<file path="src/rtl/fifo_arb_pkg.sv">
// Shared constants for the FIFO write-port arbiter: FSM state encodings.
package fifo_arb_pkg;

  localparam int STATE_W = 1;

  localparam logic [STATE_W-1:0] ARB_IDLE = 1'b0;
  localparam logic [STATE_W-1:0] ARB_LOCK = 1'b1;

endpackage

</file>
<file path="src/rtl/fifo_wr_arb_rr_pick.sv">
// Combinational round-robin picker: first asserted request at or after ptr, wrapping.
module rr_pick #(
  parameter int NUM_REQ   = 4,
  parameter int IDX_WIDTH = 2
) (
  input  logic [NUM_REQ-1:0]   req,
  input  logic [IDX_WIDTH-1:0] ptr,
  output logic [NUM_REQ-1:0]   gnt_onehot,
  output logic [IDX_WIDTH-1:0] gnt_idx
);

  logic                 found;
  logic [IDX_WIDTH-1:0] cand;

  // Power-of-two sizes wrap by truncation; other sizes subtract NUM_REQ explicitly.
  function automatic logic [IDX_WIDTH-1:0] rot(input logic [IDX_WIDTH-1:0] base, input int off);
    logic [IDX_WIDTH:0] sum;
    sum = {1'b0, base} + (IDX_WIDTH+1)'(off);
    if ((NUM_REQ != (1 << IDX_WIDTH)) && (sum >= (IDX_WIDTH+1)'(NUM_REQ))) begin
      sum = sum - (IDX_WIDTH+1)'(NUM_REQ);
    end
    return sum[IDX_WIDTH-1:0];
  endfunction

  always_comb begin
    gnt_onehot = '0;
    gnt_idx    = '0;
    found      = 1'b0;
    cand       = '0;
    for (int k = 0; k < NUM_REQ; k++) begin
      cand = rot(ptr, k);
      if (!found && req[cand]) begin
        found            = 1'b1;
        gnt_idx          = cand;
        gnt_onehot[cand] = 1'b1;
      end
    end
  end

endmodule

</file>
<file path="src/rtl/fifo_wr_arb.sv">
// Round-robin packet arbiter feeding a single FIFO write port through one output register.
module fifo_wr_arb
  import fifo_arb_pkg::*;
#(
  parameter int NUM_REQ    = 4,
  parameter int DATA_WIDTH = 8,
  parameter int IDX_WIDTH  = 2
) (
  input  logic                          clk,
  input  logic                          rstn,
  input  logic [NUM_REQ-1:0]            req_valid,
  input  logic [NUM_REQ*DATA_WIDTH-1:0] req_data,
  input  logic [NUM_REQ-1:0]            req_last,
  output logic [NUM_REQ-1:0]            req_ready,
  output logic                          fifo_wr_valid,
  output logic [DATA_WIDTH-1:0]         fifo_wr_data,
  input  logic                          fifo_full,
  output logic [NUM_REQ-1:0]            grant,
  output logic                          busy
);

  // Handshake: a beat from requester i transfers in any cycle where
  // req_valid[i] && req_ready[i]; ready never depends on a registered copy of valid.

  logic [STATE_W-1:0]    state_q, state_d;
  logic [IDX_WIDTH-1:0]  owner_q, owner_d;
  logic [IDX_WIDTH-1:0]  rr_ptr_q, rr_ptr_d;
  logic                  out_vld_q, out_vld_d;
  logic [DATA_WIDTH-1:0] out_dat_q, out_dat_d;

  logic                  can_load;
  logic                  load;
  logic [IDX_WIDTH-1:0]  sel_idx;
  logic [DATA_WIDTH-1:0] sel_data;
  logic [NUM_REQ-1:0]    pick_onehot;
  logic [IDX_WIDTH-1:0]  pick_idx;
  logic [NUM_REQ-1:0]    owner_onehot;

  function automatic logic [IDX_WIDTH-1:0] ptr_after(input logic [IDX_WIDTH-1:0] idx);
    if (NUM_REQ == (1 << IDX_WIDTH)) begin
      return idx + IDX_WIDTH'(1);
    end
    return (32'(idx) == 32'(NUM_REQ - 1)) ? '0 : idx + IDX_WIDTH'(1);
  endfunction

  rr_pick #(
    .NUM_REQ   (NUM_REQ),
    .IDX_WIDTH (IDX_WIDTH)
  ) u_rr_pick (
    .req        (req_valid),
    .ptr        (rr_ptr_q),
    .gnt_onehot (pick_onehot),
    .gnt_idx    (pick_idx)
  );

  assign can_load = !out_vld_q || !fifo_full;

  always_comb begin
    owner_onehot = '0;
    for (int i = 0; i < NUM_REQ; i++) begin
      if (owner_q == IDX_WIDTH'(i)) owner_onehot[i] = 1'b1;
    end
  end

  // rstn gates arbitration so nothing is granted while the block is held in reset.
  always_comb begin
    state_d   = state_q;
    owner_d   = owner_q;
    rr_ptr_d  = rr_ptr_q;
    grant     = '0;
    req_ready = '0;
    load      = 1'b0;
    sel_idx   = owner_q;
    if (rstn) begin
      case (state_q)
        ARB_IDLE: begin
          if ((|req_valid) && can_load) begin
            grant     = pick_onehot;
            req_ready = pick_onehot;
            load      = 1'b1;
            sel_idx   = pick_idx;
            if (req_last[pick_idx]) begin
              rr_ptr_d = ptr_after(pick_idx);
            end else begin
              owner_d = pick_idx;
              state_d = ARB_LOCK;
            end
          end
        end
        ARB_LOCK: begin
          grant = owner_onehot;
          if (can_load) req_ready = owner_onehot;
          if (can_load && req_valid[owner_q]) begin
            load = 1'b1;
            if (req_last[owner_q]) begin
              state_d  = ARB_IDLE;
              rr_ptr_d = ptr_after(owner_q);
            end
          end
        end
        default: state_d = ARB_IDLE;
      endcase
    end
  end

  always_comb begin
    sel_data = '0;
    for (int i = 0; i < NUM_REQ; i++) begin
      if (sel_idx == IDX_WIDTH'(i)) sel_data = req_data[i*DATA_WIDTH +: DATA_WIDTH];
    end
  end

  // Load wins over drain so back-to-back beats flow without a bubble.
  always_comb begin
    out_vld_d = out_vld_q;
    out_dat_d = out_dat_q;
    if (load) begin
      out_vld_d = 1'b1;
      out_dat_d = sel_data;
    end else if (out_vld_q && !fifo_full) begin
      out_vld_d = 1'b0;
    end
  end

  always_ff @(posedge clk or negedge rstn) begin
    if (!rstn) begin
      state_q   <= ARB_IDLE;
      owner_q   <= '0;
      rr_ptr_q  <= '0;
      out_vld_q <= 1'b0;
      out_dat_q <= '0;
    end else begin
      state_q   <= state_d;
      owner_q   <= owner_d;
      rr_ptr_q  <= rr_ptr_d;
      out_vld_q <= out_vld_d;
      out_dat_q <= out_dat_d;
    end
  end

  assign fifo_wr_valid = out_vld_q;
  assign fifo_wr_data  = out_dat_q;
  // busy is the FSM state made visible.
  assign busy          = (state_q == ARB_LOCK);

endmodule
</file>
<file path="config.mk">
export PLATFORM = sky130hd
export DESIGN_NAME = fifo_wr_arb
export DESIGN_NICKNAME = d
export VERILOG_FILES = /design/src/rtl/fifo_arb_pkg.sv /design/src/rtl/fifo_wr_arb_rr_pick.sv /design/src/rtl/fifo_wr_arb.sv
export SDC_FILE = /design/constraint.sdc
export NUM_CORES = 1
export LEC_CHECK = 0
export ABC_AREA = 1
export BUFFER_PORTS_ARGS = -buffer_cell sky130_fd_sc_hd__buf_2
export CAP_MARGIN = 20
export CORE_UTILIZATION = 54
export DETAILED_ROUTE_END_ITERATION = 8
export GPL_TIMING_DRIVEN = 0
export PLACE_DENSITY = 0.95
export RECOVER_POWER = 100
export SETUP_SLACK_MARGIN = 0.05
export SYNTH_ARGS = -nofsm -noshare
export SYNTH_HDL_FRONTEND = slang
export SYNTH_HIERARCHICAL = 1
export SYNTH_SLANG_ARGS = --single-unit
</file>
<file path="constraint.sdc">
create_clock -name clk -period 4.1 [get_ports clk]
set_input_delay 0.41 -clock clk [delete_from_list [all_inputs] [get_ports clk]]
set_output_delay 0.41 -clock clk [all_outputs]
set_load 0.005 [all_outputs]
</file>
==> Word-level counts from Yosys, hierarchy flattened <==
Index checks and enable logic that the tools add are counted.
{ "word_totals": {"rom_bits": 0, "mem_count": 0, "latch_bits": 0, "ff_bits": 14, "ram_bits": 0} }
{ "classes": {"n_eq_ne": 11, "mul": 0, "shift": 0, "n_mux": 78, "n_div": 0, "reduce_logical": 22, "add_sub_neg": 5, "bitwise_logic": 5, "n_lt_le_gt_ge": 10} }
{ "op_table": {"columns": ["op", "count"], "rows": [
  ["1-bit two-way mux", 35],
  ["4-bit two-way mux", 8],
  ["8-bit two-way mux", 4],
  ["2-bit two-way mux", 15],
  ["2-bit by 3-bit < comparator with 1-bit output (second input constant)", 6],
  ["4-bit case mux with 2 select lines", 2],
  ["1-bit binary-select mux with 2-bit select", 7],
  ["4-bit OR", 3],
  ["2-bit equality test (second input constant)", 5],
  ["1-bit logical AND", 10],
  ["1-bit demux with 2-bit select", 4],
  ["2-bit by 1-bit >= comparator with 1-bit output (second input constant)", 4],
  ["2-bit by 1-bit adder with 2-bit output (second input constant)", 3],
  ["1-bit logical NOT", 5],
  ["5-bit AND reduction", 1],
  ["2-bit adder (second input constant)", 2],
  ["2-bit by 1-bit equality test with 1-bit output (second input constant)", 2],
  ["2-bit logical NOT", 2],
  ["2-bit by 1-bit inequality test with 1-bit output (second input constant)", 2],
  ["2-bit inequality test (second input constant)", 2],
  ["1-bit case mux with 2 select lines", 2],
  ["2-bit case mux with 2 select lines", 1],
  ["4-bit AND reduction", 1],
  ["4-bit OR reduction", 1],
  ["3 further kinds", 4]
]} }

==> Depth between registers and ports, before layout <==
{ "logic_depth": {"depth_word": 22, "ltp_mapped": 19, "depth_no_buf": 17} }

==> Hierarchy <==
Netlist, hierarchy kept.
{ "modules_own_cells": {"columns": ["module", "area_each_um2", "n_inst", "cells_each"], "rows": [
  ["fifo_wr_arb", 1221.2, 1, 194],
  ["rr_pick", 439.2, 1, 73]
]} }

==> Worst setup path after synthesis <==
OpenSTA, ideal clock, no wires.
{ "synth_path": {"path_kind": "register -> register", "start": "register rr_ptr_q[0]", "end": "register out_dat_q[1] (netlist: fifo_wr_data[1])", "t_required_ns": 3.984, "period_less_slack_ns": 2.514, "stages_incl_launch_ff": 19, "arrival_time_ns": 2.397, "setup_ns": 0.116, "path_slack_ns": 1.586, "cell_sequence": "dfrtp_1 > inv_2 > ha_1 > inv_1 > nand2_1 > nand2_2 > nor2_4 > buf_6 > nand3_1 > nand3_1 > inv_1 > nand4_1 > nand2_4 > inv_6 > buf_12 > o21ai_1 > nand3_1 > nand2_1 > nand2_1"} }
{ "synth_between": {"elab_chain_cells": 20} }
{ "synth_lines": {"columns": ["item", "line", "text"], "rows": [
  ["from (decl)", "fifo_wr_arb.sv:27", "logic [IDX_WIDTH-1:0] rr_ptr_q, rr_ptr_d;"],
  ["from (signal assigned)", "fifo_wr_arb.sv:135", "rr_ptr_q <= rr_ptr_d;"],
  ["branches (longest 11 deep; another with 2-bit by 1-bit adder with 2-bit output)", null, null],
  ["2-bit two-way mux (*)", "fifo_wr_arb_rr_pick.sv:32", "if (!found && req[cand]) begin"],
  ["net pick_idx[0]", "fifo_wr_arb.sv:36", "logic [IDX_WIDTH-1:0] pick_idx;"],
  ["2-bit two-way mux (*)", "fifo_wr_arb.sv:77", "if ((|req_valid) && can_load) begin"],
  ["2-bit two-way mux (*)", "fifo_wr_arb.sv:75", "case (state_q)"],
  ["2-bit two-way mux (*)", "fifo_wr_arb.sv:74", "if (rstn) begin"],
  ["2-bit logical NOT", "fifo_wr_arb.sv:109", "if (sel_idx == IDX_WIDTH'(i)) sel_data = req_data[i*DATA_WIDTH +: DATA_WIDTH];"],
  ["8-bit two-way mux (3 in series)", "fifo_wr_arb.sv:109", null],
  ["8-bit two-way mux (*)", "fifo_wr_arb.sv:109", null],
  ["to (signal assigned)", "fifo_wr_arb.sv:137", "out_dat_q <= out_dat_d;"],
  ["to (decl)", "fifo_wr_arb.sv:29", "logic [DATA_WIDTH-1:0] out_dat_q, out_dat_d;"]
]} }
Mark *: on every way through the listed nets, which the timed path passes. The select of a mux whose other input is x is not followed.
A chain may end at the register's enable or synchronous reset.

==> Final worst setup path <==
{ "layout_path": {"start": "register rr_ptr_q[0]", "end": "register out_dat_q[5] (netlist: fifo_wr_data[5])"} }
The elaborated chain is that of the path after synthesis.

==> key figures <==
Worst setup path
  – Critical path's slowest cell: dfrtp_1
  – Cells along the critical path: inv_1 > ha_1 > inv_1 > nand3_1 > nand2_1 > nor2_1 > a21oi_1 > nand3_1 > inv_1 > nand4_1 > nand2_4 > clkinvlp_2 > buf_12 > o21ai_0 > nand3_1 > nand2_1 > nand2_1
  – Req. time, crit path: 4.28 ns
  – Crit. End Element: flip-flop
  – CP peak stage delay: 0.55 ns
  – Worst Path Arrival: 3.59 ns
  – CP Max Fanout: 10
  – CP Class: reg2reg
  – WP buf/inv: 5
  – Critical path launch point type: flip-flop
  – Crit path max-delay family: buffers and inverters

Flow run
  – Max_cap viols: 0

Logic synthesis
  – Area contributors post-synth: dfrtp_1 21%, nand2_1 19%, nand3_1 10%, inv_1 5.7%, o21ai_1 4.8%
  – Yosys reg bits: 14
  – Post-synth cell types: 31
  – Most used DFF post-synth: dfrtp_1
  – Synth area leader: dfrtp_1
  – Register area share after synthesis: 0.2110
  – Asr flop ratio synth: 1.000
  – Netlist Area Pre-Place: around 0.0017 mm^2
  – Most frequent cell after synthesis: nand2_1
  – Yosys top cell area share: 0.2110
  – Number of flops mapped to enable cells by yosys: 0
  – Post-synth top cells: 82 x nand2_1, 34 x nand3_1, 25 x inv_1
  – Cells after Synth: 267
  – Mapped Nets: 315
  – Synth warn: 6
  – Syn_area_per_cell: a little over 6 um^2

Route
  – Vias per std cell: 5.482
  – DR iter-0 viols: ~180
  – Antenna-violating nets left: 0
  – Via count: 1979
  – DR WL/cell: between 10 and 15 um
  – Final WL: 4306 um
  – DRC: 2
  – Drt pass-1 iters: 9

Timing
  – RSZ-0062 raised after global routing: no
  – Max-slew violations: 0
  – Final hold viol count: 0
  – Least-Margin Pin Slew: 0.8889 ns
  – Final WS setup: slightly below 0.7 ns
  – TNS Setup: 0 ns
  – Worst Clk Skew: 0.003704 ns
  – Tcrit/Tclk final: 0.8323
  – Final min period: 3.412 ns
  – Number of setup violations in the final report: 0
  – Max Clk Rate: approximately 290 MHz
  – Max-slew headroom: 0.4074

Placed design
  – DP HPWL: 3540 um
  – Cell Area, Placed: 0.001999 mm^2
  – Gpl congestion: 0.9283
  – Dpl ws: 1.159 ns
  – Buffers on Ports: 60

Power
  – Clock power frac: 0.051
  – Pwr dens: 768.7 mW/mm^2
  – Switching Fraction: 0.5670
  – Peak VDD IR: 0.3976 mV
  – Sw power: 0.8704 mW
  – Seq pwr share: 0.179
  – Comb pwr share: 0.770
  – Leak Pwr: 1.142 nW
  – Pint: 0.6646 mW

GRT
  – Largest net degree at the start of global routing: 19
  – GR peak layer: met2
  – Gr usage total: 0.2764
  – Global routing usage on met3: 0.01361
  – GR Layer Usage met1: 0.3860
  – Initial antenna violation count: 0
  – GR met2 Demand/Resource: 0.4817
  – First-pass GRT wire length: 7334 um
  – Vias in the first global route: 1719
  – GRT overflow: 0

Clocking
  – H-tree levels: 1
  – Resized Gates After CTS: 0
  – Worst-path clk slew: 0.08 ns
  – Postcts setup bufs: 0
  – Clk buf depth: 2
  – Clk_lat worst skew: 0.28 ns
  – Cts bufs inserted: 3
  – CTS tree: done
  – Hold_buf cts: 0
  – Root Buffer: clkbuf_4
  – Clock sink count: 14

Floorplan
  – DIE AREA: 0.003301 mm^2
  – Die span in x: 57.45 um
  – Core region area: 0.002829 mm^2
  – Rows: 19
  – Effective utilization at floorplan: 0.5869
  – Die height: 57.45 um
  – I/O pin cnt: 61

Final layout
  – P&R area growth vs syn: 20.27%
  – Final #Nets: 380
  – Share of layout cells above drive strength 1: 0.2606
  – Antenna diodes: 0
  – Fin area: 0.001997 mm^2

Min path
  – Worst Hold Class: in2async

Run status
  – Status: complete, but fails checks
  – Failing checks: DRC
[layout by cell type (no fill, tap or decap)]
master	instances
buf_6	2
nor4_1	1
ha_1	5
inv_2	5
a21oi_1	9
o31ai_1	1
inv_1	26
clkbuf_1	10
a21boi_0	4
o21ai_1	13
nand3b_1	1
nand4_1	10
a211oi_1	1
nand2_1	82
nand3_2	1
nand2_2	10
o21ai_0	12
dfrtp_1	14
nand2_4	3
clkbuf_4	3
nor3_2	1
clkinvlp_2	1
nand3b_2	1
nor2_1	15
buf_12	1
nand3_4	1
buf_2	52
xnor2_1	1
nor2_4	5
nor3_1	5
nand3_1	34
[metal layers]
metal | wire, um | up-vias
met5 | 0 | -
met1 | 1905 | 880
met2 | 2126 | 81
met3 | 242 | 5
li1 | - | 1013
met4 | 33 | 0
[power groups by stage]
stage | sequential, mW | combinational, mW | clock (mW)
floorplan | 0.265 | 0.901 | 0
global placement | 0.273 | 1.16 | 0
detailed placement | 0.274 | 1.19 | 0
CTS | 0.273 | 1.19 | 0.0793
global route | 0.282 | 1.33 | 0.0839
finish | 0.275 | 1.18 | 0.0786
[through the flow]
step,utilization,power [mW],hold slack [ns],cells
after detailed placement,0.7068,1.466,0.3496,358
final,0.7059,1.535,0.2175,361
after CTS,0.7147,1.547,0.03488,361
after global routing,0.7059,1.697,0.2851,361
after global placement,0.7068,1.433,0.3385,358
after floorplan,-,1.167,0.1144,267
[cell type report]
class | instances | area [um^2]
multi-input combinational | 216 | 1124
fill | 256 | 832.0
buffer | 5 | 51.30
tap | 31 | 38.79
timing repair buffer | 60 | 289.0
clock buffer | 3 | 22.52
inverter | 32 | 121.4
sequential | 14 | 350.3
[final timing paths]
path                                 start               to  slack (ns)  cells after the start
max in group asynchronous             rstn  fifo_wr_data[6]        3.34                      1
hold / removal                        rstn      rr_ptr_q[0]        0.22                      1
setup / recovery               rr_ptr_q[0]  fifo_wr_data[5]        0.69                     17
setup reg to reg               rr_ptr_q[0]  fifo_wr_data[5]        0.69                     17
hold reg to reg            fifo_wr_data[6]  fifo_wr_data[6]        0.49                      2
min in group clk              req_data[26]  fifo_wr_data[2]        0.42                      5
[logic make-up after synthesis]
| kind of cell | after synthesis | share of synthesized area |
|---|---|---|
| fa+ha+maj | 5 | 0.03768 |
| xor+xnor | 1 | 0.005276 |
| flops | 14 | 0.2110 |
| compound gates | 40 | 0.1296 |
| simple gates | 170 | 0.5102 |
| buf+inv | 37 | 0.1062 |
[state kept, by name (all words and copies together), names as in the netlist]
name,cells
rr_ptr_q,2
fifo_wr_data,8
fifo_wr_valid,1
owner_q,2
busy,1
Power figures use the tool's default switching activity.
